===== src/rtl/counter_control_unit_pkg.sv =====
// Shared definitions for the counter control unit: FSM state encodings,
// default timing parameters and the run/stop/clear transition function.
package counter_control_unit_pkg;

    // State encodings are also decoded by the display/LED logic.
    typedef enum logic [1:0] {
        ST_STOP  = 2'b00,
        ST_RUN   = 2'b01,
        ST_CLEAR = 2'b10
    } state_t;

    localparam int TICK_DIV_DEF   = 100_000;
    localparam int DB_SAMPLES_DEF = 8;

    // Run/stop/clear transition rules. run_stop has priority over clear in
    // STOP; clear is only honoured while stopped; CLEAR lasts one cycle.
    // The unused 2'b11 code falls back to STOP.
    function automatic logic [1:0] next_state(input logic [1:0] cur,
                                              input logic       rs,
                                              input logic       clr);
        logic [1:0] nxt;
        nxt = ST_STOP;
        case (cur)
            ST_STOP: begin
                if (rs)       nxt = ST_RUN;
                else if (clr) nxt = ST_CLEAR;
                else          nxt = ST_STOP;
            end
            ST_RUN:   nxt = rs ? ST_STOP : ST_RUN;
            ST_CLEAR: nxt = ST_STOP;
            default:  nxt = ST_STOP;
        endcase
        return nxt;
    endfunction

endpackage


===== src/rtl/counter_control_unit_debounce.sv =====
// Single push-button conditioner: two-flop synchronizer, tick-sampled
// shift-register debounce and a one-clock press pulse.
module btn_debounce
    import counter_control_unit_pkg::*;
#(
    parameter int DB_SAMPLES = DB_SAMPLES_DEF
) (
    input  logic clk,
    input  logic reset,
    input  logic tick,
    input  logic btn,
    output logic pulse
);

    logic                  sync1;
    logic                  sync2;
    logic [DB_SAMPLES-1:0] samples;
    logic [DB_SAMPLES-1:0] samples_nxt;
    logic                  level;
    logic                  level_d;

    // Window after this tick's sample is shifted in; the level decision is
    // made on the updated window so a change takes exactly DB_SAMPLES ticks.
    assign samples_nxt = {samples[DB_SAMPLES-2:0], sync2};

    // Synchronize, sample on tick, and move the level only on a unanimous window.
    always_ff @(posedge clk) begin
        if (!reset) begin
            sync1   <= 1'b0;
            sync2   <= 1'b0;
            samples <= '0;
            level   <= 1'b0;
            level_d <= 1'b0;
        end else begin
            sync1   <= btn;
            sync2   <= sync1;
            level_d <= level;
            if (tick) begin
                samples <= samples_nxt;
                if (&samples_nxt)
                    level <= 1'b1;
                else if (~|samples_nxt)
                    level <= 1'b0;
            end
        end
    end

    // Rising edge of the debounced level only; releases produce nothing.
    assign pulse = level & ~level_d;

endmodule


===== src/rtl/counter_control_unit.sv =====
// Push-button front end for the 0-9999 up/down counter: shared debounce
// tick, three button conditioners, run/stop/clear FSM and mode toggle.
module counter_control_unit
    import counter_control_unit_pkg::*;
#(
    parameter int TICK_DIV   = TICK_DIV_DEF,
    parameter int DB_SAMPLES = DB_SAMPLES_DEF
) (
    input  logic       clk,
    input  logic       reset,
    input  logic       btn_run_stop,
    input  logic       btn_clear,
    input  logic       btn_mode,
    output logic       o_mode,
    output logic       o_run_stop,
    output logic       o_clear,
    output logic [1:0] o_state
);

    localparam int CW = (TICK_DIV > 1) ? $clog2(TICK_DIV) : 1;

    logic [CW-1:0] tick_cnt;
    logic          tick;
    logic          rs_pulse;
    logic          clr_pulse;
    logic          mode_pulse;
    logic [1:0]    state;
    logic [1:0]    state_nxt;

    assign tick = (tick_cnt == CW'(TICK_DIV - 1));

    // Free-running sample-tick divider shared by all three buttons.
    always_ff @(posedge clk) begin
        if (!reset)
            tick_cnt <= '0;
        else if (tick)
            tick_cnt <= '0;
        else
            tick_cnt <= tick_cnt + 1'b1;
    end

    btn_debounce #(.DB_SAMPLES(DB_SAMPLES)) u_db_run_stop (
        .clk   (clk),
        .reset (reset),
        .tick  (tick),
        .btn   (btn_run_stop),
        .pulse (rs_pulse)
    );

    btn_debounce #(.DB_SAMPLES(DB_SAMPLES)) u_db_clear (
        .clk   (clk),
        .reset (reset),
        .tick  (tick),
        .btn   (btn_clear),
        .pulse (clr_pulse)
    );

    btn_debounce #(.DB_SAMPLES(DB_SAMPLES)) u_db_mode (
        .clk   (clk),
        .reset (reset),
        .tick  (tick),
        .btn   (btn_mode),
        .pulse (mode_pulse)
    );

    // Next state from the shared transition rules.
    always_comb begin
        state_nxt = next_state(state, rs_pulse, clr_pulse);
    end

    // FSM state plus outputs registered from the next state, so they always
    // equal the decode of the current state without an extra cycle.
    always_ff @(posedge clk) begin
        if (!reset) begin
            state      <= ST_STOP;
            o_run_stop <= 1'b0;
            o_clear    <= 1'b0;
            o_mode     <= 1'b0;
        end else begin
            state      <= state_nxt;
            o_run_stop <= (state_nxt == ST_RUN);
            o_clear    <= (state_nxt == ST_CLEAR);
            if (mode_pulse)
                o_mode <= ~o_mode;
        end
    end

    assign o_state = state;

endmodule


===== config.mk =====
export PLATFORM = sky130hd
export DESIGN_NAME = counter_control_unit
export DESIGN_NICKNAME = d
export VERILOG_FILES = /design/src/rtl/counter_control_unit_pkg.sv /design/src/rtl/counter_control_unit_debounce.sv /design/src/rtl/counter_control_unit.sv
export SDC_FILE = /design/constraint.sdc
export NUM_CORES = 1
export LEC_CHECK = 0
export BUFFER_PORTS_ARGS = -buffer_cell sky130_fd_sc_hd__buf_2
export CORE_MARGIN = 3
export CORE_UTILIZATION = 50
export CTS_CLUSTER_SIZE = 14
export DETAILED_ROUTE_END_ITERATION = 10
export GPL_TIMING_DRIVEN = 0
export HOLD_SLACK_MARGIN = 0.03
export PLACE_DENSITY = 0.67
export SLEW_MARGIN = 20
export SYNTH_ARGS = -nofsm -noshare
export SYNTH_HDL_FRONTEND = slang
export SYNTH_SLANG_ARGS = --single-unit

===== constraint.sdc =====
create_clock -name clk -period 2.2 [get_ports clk]
set_input_delay 0.66 -clock clk [delete_from_list [all_inputs] [get_ports clk]]
set_output_delay 0.66 -clock clk [all_outputs]
set_load 0.02 [all_outputs]

==> metrics <==
status=completed; Initial Util=between 50% and 60%; layout cells sized above 1=around a tenth; drt wl/cell=between 10 and 15 um; Port Buffers=8; main combinational cell family by area after synthesis=simple AND/OR/NAND/NOR gates; Max-slew headroom=between 60% and 70%; Die X=72.6 um; number of global-route vias before repair=1398; maxcap violations=0; H-Tree Depth=2; fin. max-slew vios=0; nets=around 250; RSZ-0062 raised after global routing=no; fillers=approximately 370; area taken by multi-input logic gates=approximately 1000 um^2; Internal=~1.2 mW; maximum operating frequency=~500 MHz; Final Worst Setup Slack=206 ps; vias=about 1.5k; Post-DRT Antenna Nets=0; Mapped Area=roughly 2200 um^2; post-synthesis compound-gate area fraction=under 10%; R2R depth=6; postcts setup bufs=0; Ys Warns=0; I/O pins=10; dpl hpwl=2.51 mm; final hold violation count=0; Synth Area in XOR/XNOR=under 10%; Area Growth Syn to Fin=7.90%; crit path DAT=2190 ps; Avg Cell Area, Syn=9.72 um^2; Adder-Cell Fraction of Synth Area=less than 1%; DRC Markers=0; post-synthesis async set-or-reset flop share=0%; root buffer cell=clkbuf_8; Cell variety after synth=29; Reg power frac=between 60% and 70%; synthesized net count=234; RR Startpoint=tick_cnt[0]; initial antenna violation count=0; Clock transition at path regs=about 90 ps; final setup TNS=0 ps; Cells after Synth=around 230; CTS tree=built; PwrDens=about 650 nW/um^2; Final Util=57.7%; Setup crit start kind=flip-flop; DR vias/cell=around 5.2; gr usage total=between 10 and 15%; worst hold stages=1; Clock power frac=~33%; row count=23; sequential cell area fraction in the yosys report=49.7%; Overall Power=1.56 mW; Initial DRC Count=50; worst slew pin tran=470 ps; Place WS=220 ps; main area contributors after synthesis=dfxtp_1, mux2i_1, nand2_1, xnor2_1, nor2_1; Die Span Y=between 70 and 80 um; top_reg_cell synth=dfxtp_1; largest net degree at the start of global routing=15; Core Area=about 4100 um^2; Crit Path Max Fanout=10; clock buffer depth=2; Max VDD drop=just over 0.0004 V; antenna diode count=0; Critical Path RT=approximately 2400 ps; Yosys top cell area share=approximately 50%; switching share of total power=roughly a fifth; min-delay src=u_db_run_stop.sync1; Reg area=around 1100 um^2; number of flops mapped to enable cells by yosys=0; simple-gate portion of the synthesized area=a little over a quarter; period utilization=~90%; cts repair resizes=0; Final Setup Violations=0; first-pass GRT wire length=around 6 mm; drt total wl=3.49 mm; hold buffer count at cts=0; worst skew pair latency=300 ps; Hold Crit Class=flip-flop to flip-flop; post-synthesis mux area share=approximately a tenth; Seq cells post-synth=55; area leader, netlist=dfxtp_1; clk_skew=~5.2 ps; CP endpoint kind=flip-flop; Die Area=5270 um^2; grt ovf=0; Crit. Startpoint=tick_cnt[0]; Leak Pwr=roughly 0.87 nW; Psw=0.331 mW; logic gate share of total power=around 2.5%; Inserted Clock Buffers=5; Crit Path Category=flip-flop to flip-flop; FF-to-FF setup slack=between 200 and 250 ps; routability congestion estimate=~0.8; Sink Count=55; first-pass iteration count of the detailed router=5; Tmin final=~2000 ps
==> cells by family after synthesis <==
kind of cell / after synthesis
compound gates: 4
xor+xnor: 17
fa+ha+maj: 1
buf+inv: 16
flops: 55
mux: 21
simple gates: 114
==> path summary, 6_finish.rpt <==
kind                                             to
worst max-delay path                   tick_cnt[14]
worst min-delay path            u_db_run_stop.sync2
worst max register to register         tick_cnt[14]
worst min register to register  u_db_run_stop.sync2
==> through the flow <==
step / instance area [um^2] / instances / hold slack, ps
finish: 2390 / 292 / 438
global route: 2390 / 292 / 460
CTS: 2390 / 292 / 442
detailed placement: 2320 / 286 / 420
global placement: 2320 / 286 / 415
floorplan: 2220 / 228 / 412
==> cell type report <==
cell class / count / share of cell area [%]
Buffer: 10 / 3.92
Multi-Input combinational cell: 157 / 41.8
Sequential cell: 55 / 46.0
Tap cell: 50 / 2.62
Timing Repair Buffer: 8 / 1.67
Inverter: 6 / 0.941
Clock buffer: 6 / 3.03
==> power groups by stage <==
stage | logic (mW) | clock network [mW] | registers, mW
after floorplan | 0.0295 | 0 | 1.03
after global placement | 0.0401 | 0 | 1.03
after detailed placement | 0.0404 | 0 | 1.03
after CTS | 0.0406 | 0.534 | 1.01
after global routing | 0.0464 | 0.559 | 1.01
final | 0.0396 | 0.512 | 1.01
==> routing by layer <==
layer,vias to the layer above,track usage (%),wire length [um]
met5,-,0,0
met4,0,6.15,56
met3,7,3.72,104
met2,16,21.9,1380
met1,666,20.3,1960
li1,817,-,-
==> cell usage after synthesis, types with 2 or more instances <==
cell and n:
dfxtp_1 55, nand2_1 35, nor2_1 25, mux2i_1 21
nand4_1 14, xnor2_1 12, nor4_1 11, nor3_1 7
and2_1 6, inv_1 6, xor2_1 5, clkbuf_1 4
nand3_1 4, buf_6 3, o2bb2ai_1 3, and3_1 2
buf_12 2, nor2b_1 2
==> flip-flops by register name (all words and copies together), names as in the netlist, 2 cells and up <==
| signal | count |
|---|---|
| u_db_clear.samples | 7 |
| u_db_run_stop.samples | 7 |
| u_db_mode.samples | 7 |
| o_state | 2 |
| tick_cnt | 17 |
==> critical path, stage by stage (launching register included) <==
cell and delay (ps):
dfxtp_1 390, ha_1 240, and4_1 340, nand4_2 340, o21ai_4 360, buf_6 190
nor2_1 50
==> placed cells by master, fill, tap and decap left out, drive strengths merged, types with 3 or more instances in the layout <==
cell type   n
nand3       4
nand2      35
nand4      15
dfxtp      55
nor4       11
buf        13
inv         6
nor3        8
and2        6
clkbuf     11
xor2        5
mux2i      21
xnor2      12
o2bb2ai     3
nor2       26
Power figures use the tool's default switching activity.
